`src/rtl/karatsuba32_seq_ctrl.sv`:
```
// Sequential 32x32 -> 64-bit unsigned multiplier controller.
// It feeds the four half-width partial products through one shared external multiplier and accumulates them.
module karatsuba32_seq_ctrl #(
  parameter int N = 32,
  parameter int H = N / 2
) (
  input  logic             clk,
  input  logic             rst,
  input  logic             in_valid,
  output logic             in_ready,
  input  logic [N-1:0]     a,
  input  logic [N-1:0]     b,
  output logic             out_valid,
  input  logic             out_ready,
  output logic [2*N-1:0]   p,
  output logic [H-1:0]     mul_x,
  output logic [H-1:0]     mul_y,
  input  logic [2*H-1:0]   mul_p,
  output logic             busy,
  output logic [15:0]      op_count
);

  typedef enum logic [2:0] {
    IDLE,
    LL,
    LH,
    HL,
    HH,
    DONE
  } state_t;

  state_t state;
  state_t state_next;

  logic [N-1:0]   a_r;
  logic [N-1:0]   b_r;
  logic [2*N-1:0] acc;
  logic [2*N-1:0] addend;
  logic [2*N-1:0] mul_p_ext;
  logic           accept;
  logic           handshake;

  assign mul_p_ext = {{(2*N-2*H){1'b0}}, mul_p};
  assign accept    = (state == IDLE) && in_valid;
  assign handshake = (state == DONE) && out_ready;
  assign p         = acc;

  // Outside the multiply states, addend stays zero, so the accumulator holds its value.
  always_comb begin
    state_next = state;
    mul_x      = '0;
    mul_y      = '0;
    addend     = '0;
    in_ready   = 1'b0;
    busy       = 1'b1;
    case (state)
      IDLE: begin
        in_ready = 1'b1;
        busy     = 1'b0;
        if (in_valid) state_next = LL;
      end
      LL: begin
        mul_x      = a_r[H-1:0];
        mul_y      = b_r[H-1:0];
        addend     = mul_p_ext;
        state_next = LH;
      end
      LH: begin
        mul_x      = a_r[H-1:0];
        mul_y      = b_r[N-1:H];
        addend     = mul_p_ext << H;
        state_next = HL;
      end
      HL: begin
        mul_x      = a_r[N-1:H];
        mul_y      = b_r[H-1:0];
        addend     = mul_p_ext << H;
        state_next = HH;
      end
      HH: begin
        mul_x      = a_r[N-1:H];
        mul_y      = b_r[N-1:H];
        addend     = mul_p_ext << N;
        state_next = DONE;
      end
      DONE: begin
        if (out_ready) state_next = IDLE;
      end
      default: state_next = IDLE;
    endcase
  end

  always_ff @(posedge clk or posedge rst) begin
    if (rst) begin
      state     <= IDLE;
      a_r       <= '0;
      b_r       <= '0;
      acc       <= '0;
      out_valid <= 1'b0;
      op_count  <= '0;
    end else begin
      state     <= state_next;
      out_valid <= (state_next == DONE);
      if (accept) begin
        a_r <= a;
        b_r <= b;
        acc <= '0;
      end else begin
        acc <= acc + addend;
      end
      if (handshake) op_count <= op_count + 16'd1;
    end
  end

endmodule

```
`config.mk`:
```
export PLATFORM = sky130hd
export DESIGN_NAME = karatsuba32_seq_ctrl
export DESIGN_NICKNAME = d
export VERILOG_FILES = /design/src/rtl/karatsuba32_seq_ctrl.sv
export SDC_FILE = /design/constraint.sdc
export NUM_CORES = 1
export LEC_CHECK = 0
export ABC_AREA = 0
export BUFFER_PORTS_ARGS = -buffer_cell sky130_fd_sc_hd__buf_4
export CORE_MARGIN = 10
export CORE_UTILIZATION = 55
export CTS_BUF_LIST = sky130_fd_sc_hd__clkbuf_4 sky130_fd_sc_hd__clkbuf_8 sky130_fd_sc_hd__clkbuf_16
export DETAILED_ROUTE_END_ITERATION = 6
export PLACE_DENSITY = 0.8
export SYNTH_ARGS = -nofsm -noshare
export SYNTH_HDL_FRONTEND = slang
export SYNTH_SLANG_ARGS = --single-unit
```
`constraint.sdc`:
```
create_clock -name clk -period 5.45 [get_ports clk]
set_input_delay 0.545 -clock clk [delete_from_list [all_inputs] [get_ports clk]]
set_output_delay 0.545 -clock clk [all_outputs]
set_load 0.005 [all_outputs]
```
==> results.json, run 1 <==
{
  "synthesis.nets": 1364,
  "cp.required_ps": 5780,
  "worst_hold_path_type": "in -> async",
  "layout_setup_ws_ps": 672,
  "setup_violations": 0,
  "antenna_cells": 0,
  "cts.hold.buffers_added": 0,
  "synthTopCellsByArea": "dfrtp_1, nand2_1, ha_1, a22o_1, a21oi_1",
  "worst-path-max-fanout": 17,
  "synth_most_common_cell": "nand2_1",
  "yosysWarnings": 0,
  "first_iter_violations": 657,
  "routedWlPerCell_um": 21.0,
  "p_int_mw": 4.15,
  "clock-sinks": 148,
  "die_w_um": 155,
  "synthArstFlopShare_pct": 100,
  "place_area_sq_mm": 0.0116,
  "fin_area_sq_mm": 0.0122,
  "multi_input_area_sq_mm": 0.00586,
  "tns_ps": 0,
  "ys_types": 61,
  "synth_area_sq_mm": 0.0100,
  "n_fill_cell": 1488,
  "cts_setup_buffers": 0,
  "clkTransAtPathRegs_ps": 70,
  "grt_max_degree": 84,
  "period_minus_slack_ps": 4780,
  "h-tree-depth": 4,
  "placed_cells": 1583,
  "peakVddDrop_uv": 441,
  "synth_enable_flop_cells": 0,
  "worstReg2RegEnd": "p[62]$_DFF_PP0_",
  "vias": 9578,
  "clkLatencyLatePin_ps": 440,
  "area_growth_syn_to_layout_pct": 22.1,
  "tightestPinTransition_ps": 1260,
  "finClkSkew_ps": 11.4,
  "slew_headroom_pct": 16.2,
  "p_switching_mw": 3.46,
  "cts-root-buf": "clkbuf_16",
  "tritoncts": "yes",
  "report.power.total_mw": 7.60,
  "period_share_pct": 87.7,
  "grt_pass1_vias": 9755,
  "synth_seq_area_share_pct": 37.0,
  "outcome": "finished, final reports clean",
  "synthTopCellsByCount": "nand2_1, dfrtp_1, nor2_1, a21oi_1",
  "die_h_um": 155,
  "ys_ff_latch": 148,
  "num_io_pins": 215,
  "io_buffers": 214,
  "stdcell_count": 1615,
  "end_kind": "flip-flop",
  "vias_per_cell": 5.93,
  "cts_resized": 0,
  "grt_pass1_wl_um": 53300,
  "drcViolationCount": 0,
  "yosys.area.top_type": "dfrtp_1",
  "wirelength_um": 34000,
  "overflow": 0,
  "die-area_sq_mm": 0.0240,
  "drv_slew": 0,
  "criticalPathCategory": "reg -> reg",
  "place_hpwl_um": 26600,
  "leakage_nw": 6.27,
  "antenna_found_initial": 0,
  "cp.arrival_ps": 5110,
  "rrSetupSlack_ps": 670,
  "swShare_pct": 45.4,
  "fmax_mhz": 209,
  "cts_buffers": 17,
  "first_pass_iters": 5,
  "area.sequential_sq_mm": 0.00370,
  "core-area_sq_mm": 0.0180,
  "seqPwrFrac_pct": 25.2,
  "rsz0062_at_grt": "false",
  "hold_viol_final": 0,
  "synth-main-ff-cell": "dfrtp_1",
  "synthCells": 1199,
  "initial_core_util_pct": 55.8,
  "avgSynthCellArea_sq_um": 8.36,
  "drive_gt1_share_pct": 19.8,
  "powerDensity_mw_per_mm2": 622,
  "num_rows": 49,
  "start_kind": "flip-flop",
  "combinationalPowerShare_pct": 58.2,
  "fin_nets": 1538,
  "synth_top_cell_area_share_pct": 37.0,
  "clk_path_buf_depth": 2,
  "timing.rr.start": "state[0]$_DFF_PP0_",
  "p_clk_share_pct": 16.5,
  "reg2reg_depth": 16,
  "maxCapViolCount": 0,
  "dp_slack_ps": 800,
  "ant_nets": 0,
  "gp_congestion": 1.02,
  "grt_usage_pct": 27.6
}
power groups by stage:
stage                     Sequential, mW  Clock, mW  Combinational [mW]
after floorplan                     1.83          0                3.03
after global placement              1.91          0                4.31
after detailed placement            1.92          0                4.36
after CTS                           1.91       1.27                4.40
after global routing                1.96       1.31                4.89
final                               1.92       1.26                4.43
per-layer routing:
| layer | vias to the layer above | part of all wire [%] | routed length (um) | track usage [%] |
|---|---|---|---|---|
| li1 | 4564 | - | - | - |
| met1 | 4513 | 41 | 14000 | 34.8 |
| met2 | 426 | 47 | 16000 | 44.1 |
| met3 | 75 | 8.4 | 2870 | 7.39 |
| met4 | 0 | 3.4 | 1170 | 10.7 |
| met5 | - | 0 | 0 | 0 |
placed cells by master, fill, tap and decap left out, types with 34 or more instances in the layout:
cell,synthesis,routed
o21ai_0,53,53
a21oi_1,82,82
a22o_1,64,64
ha_1,64,64
dfrtp_1,148,148
nand2_1,272,271
nor2_1,94,93
buf_4,3,223
xnor2_1,34,34
and2_1,40,39
state kept, by name (all words and copies together), names as in the netlist:
register,flops
op_count,16
p,64
a_r,32
out_valid,1
state,3
b_r,32
logic make-up after synthesis:
kind of cell | after synthesis | synth area share [%]
buffers and inverters | 90 | 4.69
adders and majority gates | 65 | 8.19
xor gates and xnor gates | 61 | 5.33
AOI/OAI and AO/OA | 321 | 21.9
and+or+nand+nor | 507 | 22.2
muxes | 7 | 0.712
DFF | 148 | 37.0
worst max path at each step:
stage,startpoint,end,slack (ps),cells past startpoint
final,state[0]$_DFF_PP0_,p[62]$_DFF_PP0_,670,16
after global routing,state[0]$_DFF_PP0_,p[63]$_DFF_PP0_,470,16
after CTS,state[0]$_DFF_PP0_,p[63]$_DFF_PP0_,770,16
after detailed placement,state[0]$_DFF_PP0_,p[62]$_DFF_PP0_,800,16
after global placement,state[0]$_DFF_PP0_,p[63]$_DFF_PP0_,970,16
after floorplan,rst,a_r[0]$_DFFE_PP0P_,930,1
through the flow:
stage | hold WS (ps) | util [%]
after floorplan | 446 | -
after global placement | 458 | 64.6
after detailed placement | 463 | 64.6
after CTS | 263 | 68.1
after global routing | 295 | 68.1
final | 227 | 68.1
area by class of cell:
cell class,instances,area share (%)
Multi-Input combinational cell,961,47.9
Inverter,22,0.716
Timing Repair Buffer,223,13.7
Tap cell,229,2.34
Clock buffer,18,3.54
Clock inverter,14,1.53
Sequential cell,148,30.3
critical path, stage by stage (launching register included):
cell	delay, ps
dfrtp_1	530
nor2b_1	190
buf_4	240
nor2b_2	370
buf_4	250
buf_4	210
a22o_1	160
ha_1	310
nand2_2	120
or4_1	510
a21o_1	240
nand4_1	130
a21oi_2	110
o31a_1	410
o41ai_4	480
o31ai_1	140
a311oi_1	270
Note: power is estimated with default switching activity, not from simulation.
==> inputs of run 2 (changes only) <==
- CORE_UTILIZATION: 55 -> 50
- PLACE_DENSITY: 0.8 -> 0.77
- clock period: 5.45 -> 3.9 ns (I/O delays scaled with it)
==> run 2 against run 1 <==
Against the previous run:
- largest cell class unchanged
- clock power is 33% higher
- total power up 45%
- largest power group unchanged
- clock skew increased by 1.4 ps
==> results.json, run 2 (synthesized netlist as in run 1, its figures left out) <==
{
  "cp.required_ps": 4230,
  "cts.hold.buffers_added": 0,
  "cts_buffers": 17,
  "die-area_sq_mm": 0.0261,
  "grt_usage_pct": 25.6,
  "initial_core_util_pct": 51.2,
  "rsz0062_at_grt": "true",
  "die_h_um": 162,
  "clkLatencyLatePin_ps": 440,
  "worst_hold_path_type": "in -> reg",
  "layout_common_cells": "nand2_1, buf_4, dfrtp_1",
  "end_kind": "flip-flop",
  "setup_violations": 0,
  "vias_per_cell": 5.73,
  "clk_path_buf_depth": 2,
  "grt_pass1_wl_um": 53500,
  "cp.arrival_ps": 4160,
  "place_hpwl_um": 26300,
  "antenna_cells": 0,
  "outcome": "finished, final reports clean",
  "overflow": 0,
  "hold_viol_final": 0,
  "drive_gt1_share_pct": 22.8,
  "maxCapViolCount": 0,
  "slowest_stage": "or4_1",
  "tightestPinTransition_ps": 843,
  "p_clk_share_pct": 15.2,
  "cp_slowest_stage_delay_ps": 530,
  "p_int_mw": 6.06,
  "num_io_pins": 215,
  "die_w_um": 162,
  "n_fill_cell": 1682,
  "fmax_mhz": 261,
  "first_iter_violations": 793,
  "cp_cell_sequence": "buf_4 -> nor2b_2 -> buf_12 -> a22o_1 -> ha_4 -> nand4_4 -> or4_1 -> a21o_1 -> nand4_1 -> a21oi_2 -> o31a_1 -> o41ai_4 -> o31ai_1 -> a311oi_1",
  "h-tree-depth": 4,
  "combinationalPowerShare_pct": 60.7,
  "routedWlPerCell_um": 20.2,
  "tns_ps": 0,
  "worst-path-max-fanout": 35,
  "seqPwrFrac_pct": 24.1,
  "cts-root-buf": "clkbuf_16",
  "multi_input_area_sq_mm": 0.00597,
  "tritoncts": "yes",
  "grt_pass1_vias": 9724,
  "slew_headroom_pct": 43.8,
  "vias": 9688,
  "drv_slew": 0,
  "start_kind": "flip-flop",
  "antenna_found_initial": 0,
  "final_common_cell": "nand2_1",
  "largest_reg_flops": 64,
  "hold_slack_ps": 129,
  "finClkSkew_ps": 12.8,
  "leakage_nw": 6.46,
  "swShare_pct": 45.1,
  "report.power.total_mw": 11.0,
  "drcViolationCount": 0,
  "hold_depth": 3,
  "num_rows": 51,
  "period_minus_slack_ps": 3830,
  "clock-sinks": 148,
  "grt_max_degree": 149,
  "gp_congestion": 0.986,
  "io_buffers": 214,
  "wirelength_um": 34100,
  "ant_nets": 0,
  "reg2reg_depth": 14,
  "first_pass_iters": 5,
  "peakVddDrop_uv": 418,
  "criticalPathCategory": "reg -> reg",
  "fin_nets": 1578,
  "area.sequential_sq_mm": 0.00370,
  "period_share_pct": 98.2,
  "area_growth_syn_to_layout_pct": 26.9,
  "core-area_sq_mm": 0.0196,
  "clkTransAtPathRegs_ps": 80,
  "p_switching_mw": 4.98,
  "powerDensity_mw_per_mm2": 868
}
-- run 2: cell count changes in the layout (fill, tap and decap cells not counted), moves of 2 or more --
cell / delta
nor2b_4: +2
buf_4: +35
buf_12: +4
ha_2: +2
bufinv_16: -2
ha_1: -7
o21ai_0: -2
ha_4: +5
inv_6: -5
o21ai_1: +2
clkinv_8: +4
clkinvlp_4: +2
-- run 2: final timing paths --
| path | from | endpoint | slack [ps] |
|---|---|---|---|
| min reg2reg | a_r[29]$_DFFE_PP0P_ | a_r[29]$_DFFE_PP0P_ | 480 |
| min | b[30] | b_r[30]$_DFFE_PP0P_ | 130 |
| max in group asynchronous | rst | state[1]$_DFF_PP0_ | 3030 |
| min in group asynchronous | rst | p[15]$_DFF_PP0_ | 150 |
| max reg2reg | state[1]$_DFF_PP0_ | p[62]$_DFF_PP0_ | 70 |
| max | state[1]$_DFF_PP0_ | p[62]$_DFF_PP0_ | 70 |
-- run 2: power by group through the flow --
stage	Sequential, mW	Clock (mW)	Combinational [mW]
6_report	2.66	1.68	6.70
3_3_place_gp	2.65	0	6.39
3_5_place_dp	2.67	0	6.44
2_1_floorplan	2.56	0	4.24
5_1_grt	2.72	1.78	7.40
4_1_cts	2.65	1.70	6.52
-- run 2: through the flow --
| step | utilization (%) | worst slack (ps) | instances | instance area [sq um] |
|---|---|---|---|---|
| finish | 64.9 | 70.1 | 1691 | 12700 |
| global route | 64.9 | -16.2 | 1691 | 12700 |
| CTS | 64.2 | 25.6 | 1685 | 12600 |
| detailed placement | 60.9 | -546 | 1649 | 11900 |
| global placement | 60.9 | -450 | 1649 | 11900 |
| floorplan | - | 52.1 | 1199 | 10000 |
-- run 2: what timing repair did --
action	CTS	global route
setup buffers	3	6
gates resized for setup	2	16
pin swaps	0	2
setup endpoints to repair	35	18
cloned	1	0
-- run 2: area by class of cell --
class | instances | share of cell area [%]
timing repair buffer | 262 | 15.9
tap | 265 | 2.61
clock buffer | 17 | 3.34
inverter | 22 | 0.679
multi-input combinational | 962 | 46.9
clock inverter | 15 | 1.46
sequential | 148 | 29.1
-- run 2: layer usage --
layer / routed length, um / GRT usage (%) / vias up
met5: 0 / 0 / -
met4: 1490 / 10.0 / 0
met3: 2860 / 6.99 / 90
met2: 15800 / 41.7 / 414
met1: 14000 / 31.6 / 4554
li1: - / - / 4630
-- run 2: worst max-delay path: cells and delay by family, from the launching register on --
family | cells | cell delay, ps
compound gates | 7 | 1740
fa+ha+maj | 1 | 310
buf+inv | 2 | 320
flops | 1 | 400
simple gates | 4 | 950
==> inputs of run 3 (changes only) <==
- CORE_ASPECT_RATIO: unset -> 1.1
==> run 3 against run 2 <==
Against the previous run:
- final cell count down 0.35%
- sequential share of layout area about the same
- register-to-register slack worse by 20 ps
- critical path type unchanged
- largest cell class unchanged
- largest power group unchanged
==> results.json, run 3 (synthesized netlist as in run 1, its figures left out) <==
{
  "outcome": "finished, final reports clean",
  "slew_headroom_pct": 44.8,
  "grt_max_degree": 149,
  "drive_gt1_share_pct": 22.7,
  "leakage_nw": 6.51,
  "area_growth_syn_to_layout_pct": 26.7,
  "num_io_pins": 215,
  "core-area_sq_mm": 0.0198,
  "hp-start": "b[28]",
  "ant_nets": 0,
  "vias_per_cell": 5.78,
  "grt_busiest_layer": "met2",
  "final_core_util_pct": 64.2,
  "cp.arrival_ps": 4170,
  "n_fill_cell": 1731,
  "tns_ps": 0,
  "grtUsageMet1_pct": 30.8,
  "maxCapViolCount": 0,
  "io_buffers": 214,
  "cts_buffers": 17,
  "cts-root-buf": "clkbuf_16",
  "hold_viol_final": 0,
  "layout_common_cells": "nand2_1, buf_4, dfrtp_1",
  "wirelength_um": 34600,
  "finClkSkew_ps": 15.9,
  "gp_congestion": 1.01,
  "grt_usage_pct": 25.6,
  "routedWlPerCell_um": 20.5,
  "vias": 9733,
  "clock-sinks": 148,
  "antenna_cells": 0,
  "p_switching_mw": 4.98,
  "first_iter_violations": 660,
  "setup.worst_path.start": "state[1]$_DFF_PP0_",
  "die_h_um": 168,
  "cts.hold.buffers_added": 0,
  "place_hpwl_um": 26300,
  "grtUsageMet2_pct": 42.2,
  "drv_slew": 0,
  "fin_nets": 1585,
  "grt_pass1_vias": 9906,
  "clkTransAtPathRegs_ps": 80,
  "worst-path-max-fanout": 35,
  "combinationalPowerShare_pct": 60.2,
  "end_kind": "flip-flop",
  "seqPwrFrac_pct": 24.2,
  "multi_input_area_sq_mm": 0.00593,
  "clkLatencyLatePin_ps": 440,
  "drcViolationCount": 0,
  "h-tree-depth": 4,
  "die-area_sq_mm": 0.0261,
  "antenna_found_initial": 0,
  "timing.rr.start": "state[1]$_DFF_PP0_",
  "tritoncts": "yes",
  "p_clk_share_pct": 15.6,
  "swShare_pct": 45.3,
  "grt_pass1_wl_um": 54000,
  "criticalPathCategory": "reg -> reg",
  "powerDensity_mw_per_mm2": 864,
  "peakVddDrop_uv": 499,
  "worst_hold_path_type": "in -> reg",
  "start_kind": "flip-flop",
  "largest_reg_flops": 64,
  "period_minus_slack_ps": 3850,
  "cp.required_ps": 4230,
  "p_int_mw": 6.00,
  "die_w_um": 155,
  "overflow": 0,
  "met3_usage_pct": 7.30,
  "final_common_cell": "nand2_1",
  "setup_violations": 0,
  "fmax_mhz": 260,
  "period_share_pct": 98.7,
  "initial_core_util_pct": 50.6,
  "area.sequential_sq_mm": 0.00370,
  "first_pass_iters": 7,
  "num_rows": 54,
  "tightestPinTransition_ps": 828,
  "clk_path_buf_depth": 2
}
[run 3: routing by layer]
metal | vias to the layer above | wire [um]
li1 | 4650 | -
met1 | 4595 | 14000
met2 | 413 | 16500
met3 | 75 | 2950
met4 | 0 | 1200
met5 | - | 0
[run 3: power by group through the flow]
stage	clock (mW)	sequential (mW)	combinational (mW)
finish	1.72	2.65	6.61
detailed placement	0	2.67	6.36
floorplan	0	2.56	4.24
global placement	0	2.66	6.31
CTS	1.75	2.65	6.45
global route	1.81	2.72	7.27
[run 3: critical path: stages, from the launching register on]
cell and delay, ps:
dfrtp_2 430, buf_4 160, nor2b_2 160, buf_12 160, a22o_1 190, ha_1 410
nand2_2 100, or4_1 500, a21o_1 220, nand4_1 120, a21oi_2 90, o31a_1 320
o41ai_4 520, o31ai_1 130, a311oi_1 220
[run 3: per-stage QoR]
| stage | instances | area [sq um] | power, mW | setup slack, ps | hold slack, ps |
|---|---|---|---|---|---|
| global route | 1685 | 12700 | 11.8 | -47.5 | 125 |
| global placement | 1638 | 11900 | 8.97 | -373 | 458 |
| CTS | 1673 | 12600 | 10.9 | -0.824 | 124 |
| finish | 1685 | 12700 | 11.0 | 52.3 | 134 |
| floorplan | 1199 | 10000 | 6.80 | 52.1 | 446 |
| detailed placement | 1638 | 11900 | 9.04 | -510 | 463 |
[run 3: final timing paths]
path	slack [ps]	to	depth (start not counted)
min	130	b_r[28]$_DFFE_PP0P_	3
max	50	p[62]$_DFF_PP0_	14
min reg2reg	480	a_r[17]$_DFFE_PP0P_	2
min in group asynchronous	190	p[13]$_DFF_PP0_	3
max in group asynchronous	3090	state[1]$_DFF_PP0_	3
max reg2reg	50	p[62]$_DFF_PP0_	14
[run 3: what timing repair did]
action,in CTS,in global routing
setup endpoints to repair,29,16
endpoints found under the hold margin,0,0
setup buffers,2,11
resized for setup,3,9
gates cloned,1,1
pin swaps,0,4
[run 3: final cells by class]
| type | count | area share [%] |
|---|---|---|
| clock buffers | 17 | 3.35 |
| clock inverters | 15 | 1.57 |
| inverters | 22 | 0.680 |
| multi-input cells | 963 | 46.7 |
| flip-flops and latches | 148 | 29.2 |
| well taps | 252 | 2.48 |
| repair buffers | 268 | 16.0 |
